--- src/rtl/win_scanner.sv ---
// Serial scanner: walks packed board cells one per clock, reports first run of RUN_LEN equal pieces.
// Latency: NUM_CELLS+1 cycles from accepted start to done (full scan); win index k + 2 with early stop.
// Backpressure: none; start is only accepted in IDLE and ignored while busy or done.
module win_scanner #(
  parameter int NUM_CELLS = 199,
  parameter int PIECE_W   = 2,
  parameter int RUN_LEN   = 4,
  parameter int IDX_W     = $clog2(NUM_CELLS)
) (
  input  logic                         clock,
  input  logic                         reset,
  input  logic                         start,
  input  logic [NUM_CELLS*PIECE_W-1:0] cells,
  input  logic                         full_scan,
  output logic                         busy,
  output logic                         done,
  output logic [PIECE_W-1:0]           winner,
  output logic [IDX_W-1:0]             win_index,
  output logic                         multi_win
);

  localparam int VEC_W = NUM_CELLS * PIECE_W;
  localparam int CNT_W = $clog2(RUN_LEN + 1);
  localparam logic [CNT_W-1:0] RUN_MAX  = CNT_W'(RUN_LEN);
  localparam logic [CNT_W-1:0] RUN_PRE  = CNT_W'(RUN_LEN - 1);
  localparam logic [CNT_W-1:0] RUN_ONE  = CNT_W'(1);
  localparam logic [IDX_W-1:0] LAST_IDX = IDX_W'(NUM_CELLS - 1);

  // A run length of 1 would make every single piece a win; reject it at elaboration.
  generate
    if (RUN_LEN < 2 || RUN_LEN > NUM_CELLS) begin : g_bad_run_len
      $error("win_scanner: RUN_LEN must be in 2..NUM_CELLS");
    end
  endgenerate

  typedef enum logic [1:0] {
    IDLE = 2'd0,
    SCAN = 2'd1,
    DONE = 2'd2
  } state_t;

  state_t             state;
  logic [VEC_W-1:0]   shift_q;
  logic               full_q;
  logic [IDX_W-1:0]   idx;
  logic [PIECE_W-1:0] run_piece;
  logic [CNT_W-1:0]   run_count;

  logic [PIECE_W-1:0] cur_piece;
  logic               extend;
  logic               win_evt;
  logic               stop_now;
  logic [CNT_W-1:0]   next_count;

  // Classify the cell at the top of the shift register against the current run.
  always_comb begin
    cur_piece  = shift_q[VEC_W-1 -: PIECE_W];
    extend     = (cur_piece != '0) && (cur_piece == run_piece) && (run_count != '0);
    // Only the RUN_LEN-1 -> RUN_LEN step counts, so a saturated longer run wins once.
    win_evt    = extend && (run_count == RUN_PRE);
    next_count = RUN_ONE;
    if (cur_piece == '0) begin
      next_count = '0;
    end else if (extend) begin
      next_count = (run_count == RUN_MAX) ? RUN_MAX : run_count + 1'b1;
    end
    stop_now   = (idx == LAST_IDX) || (win_evt && !full_q);
  end

  // Control FSM plus datapath; all outputs are registered here.
  always_ff @(posedge clock) begin
    if (reset) begin
      state     <= IDLE;
      busy      <= 1'b0;
      done      <= 1'b0;
      winner    <= '0;
      win_index <= '0;
      multi_win <= 1'b0;
      shift_q   <= '0;
      full_q    <= 1'b0;
      idx       <= '0;
      run_piece <= '0;
      run_count <= '0;
    end else begin
      case (state)
        IDLE: begin
          done <= 1'b0;
          if (start) begin
            shift_q   <= cells;
            full_q    <= full_scan;
            idx       <= '0;
            run_piece <= '0;
            run_count <= '0;
            winner    <= '0;
            win_index <= '0;
            multi_win <= 1'b0;
            busy      <= 1'b1;
            state     <= SCAN;
          end
        end
        SCAN: begin
          shift_q   <= shift_q << PIECE_W;
          run_count <= next_count;
          if (cur_piece != '0 && !extend) begin
            run_piece <= cur_piece;
          end
          // winner is never zero once set, so zero means no win seen yet.
          if (win_evt) begin
            if (winner == '0) begin
              winner    <= cur_piece;
              win_index <= idx;
            end else if (cur_piece != winner) begin
              multi_win <= 1'b1;
            end
          end
          if (stop_now) begin
            busy  <= 1'b0;
            done  <= 1'b1;
            state <= DONE;
          end else begin
            idx <= idx + 1'b1;
          end
        end
        DONE: begin
          done  <= 1'b0;
          state <= IDLE;
        end
        default: begin
          busy  <= 1'b0;
          done  <= 1'b0;
          state <= IDLE;
        end
      endcase
    end
  end

endmodule
--- config.mk ---
export PLATFORM = sky130hd
export DESIGN_NAME = win_scanner
export DESIGN_NICKNAME = d
export VERILOG_FILES = /design/src/rtl/win_scanner.sv
export SDC_FILE = /design/constraint.sdc
export NUM_CORES = 1
export LEC_CHECK = 0
export CAP_MARGIN = 0
export CORE_MARGIN = 1.5
export CORE_UTILIZATION = 55
export DETAILED_ROUTE_END_ITERATION = 12
export GPL_TIMING_DRIVEN = 0
export PLACE_DENSITY_LB_ADDON = 0.1
export SKIP_LAST_GASP = 1
export SLEW_MARGIN = 20
export SYNTH_ARGS = -nofsm -noshare
export SYNTH_HDL_FRONTEND = slang
export SYNTH_SLANG_ARGS = --single-unit
export TNS_END_PERCENT = 50
--- constraint.sdc ---
create_clock -name clock -period 4.78 [get_ports clock]
set_clock_uncertainty 0.1 [all_clocks]
set_input_delay 1.434 -clock clock [delete_from_list [all_inputs] [get_ports clock]]
set_output_delay 1.434 -clock clock [all_outputs]
set_load 0.01 [all_outputs]
==> metrics <==
outcome=completed; HP Class=reg2reg; clk slew on worst S/H paths=approximately 0.060 ns; Post-Syn Nets=approximately 2.8k; Post-Syn Area=18300 µm²; nature of the critical path startpoint=flip-flop; CP Max Fanout=5; vias in the first global route=18.2k; area leader, netlist=dfxtp_1; Hold Path Depth=2; actual slew at the worst max-slew pin=approximately 0.63 ns; total track usage=0.310; Rel. slew slack=0.582; reg2reg start=run_count[0]; setup bufs post-CTS=0; largest net degree at the start of global routing=15; final WL=between 50000 and 60000 µm; Hold Buf Count CTS=0; die width=186 µm; Max Clk Rate=322 MHz; Die Ht=approximately 190 µm; CP cell instances=clkdlybuf4s50_1; row cnt=66; Synth top area share=0.466; Post-Route Setup TNS=0 ns; kind of critical path=reg2out; number of iterations in the first detailed-routing pass=5; Setup crit end kind=output port; cell area after layout=24400 µm²; Post-synth EDFFs=0; via count=between 15k and 20k; WP buf/inv=1; Synth cell types=51; R2R Path End=idx[1]; RD Place Congestion=0.861; Num CTS Buffers=43; time the worst path needs with I/O delays and setup=approximately 3.1 ns; antenna-violating nets left=0; yosys warns=0; share of layout cells above drive strength 1=0.0614; slowest stage delay, CP=between 0.6 and 0.7 ns; vias per cell=5.76; Post-Synthesis Cells=2379; die area=between 30000 and 40000 µm²; Final Core Density=0.747; Setup WS pre-CTS=1.29 ns; Worst VDD drop=0.227 mV; P per Cell Area=about 370 nW/µm²; LEAKAGE=roughly 9.4 nW; Multi-input gate area=slightly below 9000 µm²; Worst Slack Setup Final=between 1.5 and 2 ns; final hold violations=0; worst path arrival time=1.57 ns; Yosys reg bits=between 400 and 500; CTS root buf=clkbuf_16; IO Port Bufs=~410; CTS sink count=between 400 and 500; initial antenna violation count=12; Worst Reg-to-Reg Cells=7; clk buf depth=3; global-route wire length before repair=87400 µm; # fillers=approximately 2.5k; critical path's slowest cell=clkdlybuf4s50_1; hold path startpoint=done; Top Ports=415; RSZ-0062 raised after global routing=no; Max Cap Viol=0; top_reg_cell synth=dfxtp_1; clk_lat worst skew=roughly 0.54 ns; largest cells by area after synthesis=dfxtp_1 47%, a311oi_1 19%, nand2_1 17%, nor2_1 8.4%, buf_2 2.7%; dpl hpwl=39700 µm; Initial Utilization=0.561; synthesized area per cell=~7.7 µm²; setup violators final=0; nets=between 3k and 4k; DRC Markers=0; commonest non-fill, non-tap cells in the layout=807 x nand2_1, 427 x dfxtp_1, 413 x clkdlybuf4s50_1, 412 x nor2_1, 395 x a311oi_1; CP required=about 3.3 ns; CTS resizes=0; most common cell after layout, fill and taps aside=nand2_1; delay-heaviest family, CP=buffers and inverters; TritonCTS clock tree=yes; Seq/Total Area, Yosys=0.466; Storage cell area=about 8500 µm²; area delta synth->final=33.2%; H-tree levels=2; Core ar.=32700 µm²; Routed wire per std cell=about 17 µm; Final period util=0.650; Slew Limit Fails=0; global route total overflow=0; FFs w/ async S/R, synth=0; worst hold slack=0.359 ns; R2R Setup Slk=2.67 ns; placed inst area=about 23000 µm²; DRC violation total after the first TritonRoute iteration=between 1.5k and 2k; Worst Hold Path EP=done
-- routing by layer --
| layer | vias up | GRT usage | share of wire |
|---|---|---|---|
| met5 | - | 0 | 0.00048 |
| met4 | 4 | 0.144 | 0.041 |
| met3 | 148 | 0.0528 | 0.079 |
| met2 | 751 | 0.518 | 0.47 |
| met1 | 9014 | 0.392 | 0.41 |
| li1 | 9222 | - | - |
-- through the flow --
stage	instances	power [mW]
CTS	3307	9.10
global route	3315	9.48
detailed placement	3234	5.79
floorplan	2379	5.12
global placement	3234	5.72
finish	3320	9.10
-- Yosys cell counts, types with 3 or more instances --
cell type / number
nand2_1: 807
dfxtp_1: 427
nor2_1: 412
a311oi_1: 395
clkbuf_1: 109
buf_2: 99
buf_1: 19
nand2b_1: 13
nand3_1: 12
inv_1: 8
a21oi_1: 7
o21ai_0: 6
o21ai_1: 6
ha_1: 5
a22oi_1: 4
o22ai_1: 4
buf_4: 3
nand4b_1: 3
nor3_1: 3
-- cells by family after synthesis --
family                   count (synthesis)  share of synthesized area
AND/OR/NAND/NOR                       1265                      0.265
AO/OA/AOI/OAI                          440                      0.207
flip-flops                             427                      0.466
buffers and inverters                  238                     0.0561
adder cells (fa/ha/maj)                  5                    0.00341
multiplexers                             3                    0.00171
XOR/XNOR                                 1                   0.000478
-- registers in the layout, indices dropped and copies added, names as in the netlist --
signal     count
busy           1
done           1
full_q         1
idx            8
multi_win      1
run_count      3
run_piece      2
shift_q      398
state          2
win_index      8
winner         2
-- area by class of cell --
cell class,instances,share of cell area
well taps,442,0.0226
inverters,8,0.00123
multi-input cells,1714,0.359
flip-flops and latches,427,0.350
clock inverters,13,0.00589
plain buffers,230,0.0409
diodes,13,0.00133
repair buffers,413,0.169
clock buffers,60,0.0503
-- report_power, final --
part | switching (mW) | total [mW] | internal [mW] | leakage, nW
logic | 0.905 | 1.63 | 0.721 | 5.20
registers | 0.198 | 4.13 | 3.93 | 3.54
clock network | 1.39 | 3.34 | 1.95 | 0.686
-- how the worst max path moves through the flow --
stage / slack (ns) / cells past startpoint / startpoint / end
after floorplan: 2.24 / 4 / reset / state[1]
after global placement: 1.35 / 6 / start / shift_q[376]
after detailed placement: 1.29 / 6 / start / shift_q[392]
after CTS: 1.66 / 1 / winner[0] / winner[0]
after global routing: 1.64 / 1 / winner[0] / winner[0]
final: 1.67 / 1 / winner[0] / winner[0]
No activity file was read; power rests on OpenSTA's default activity.
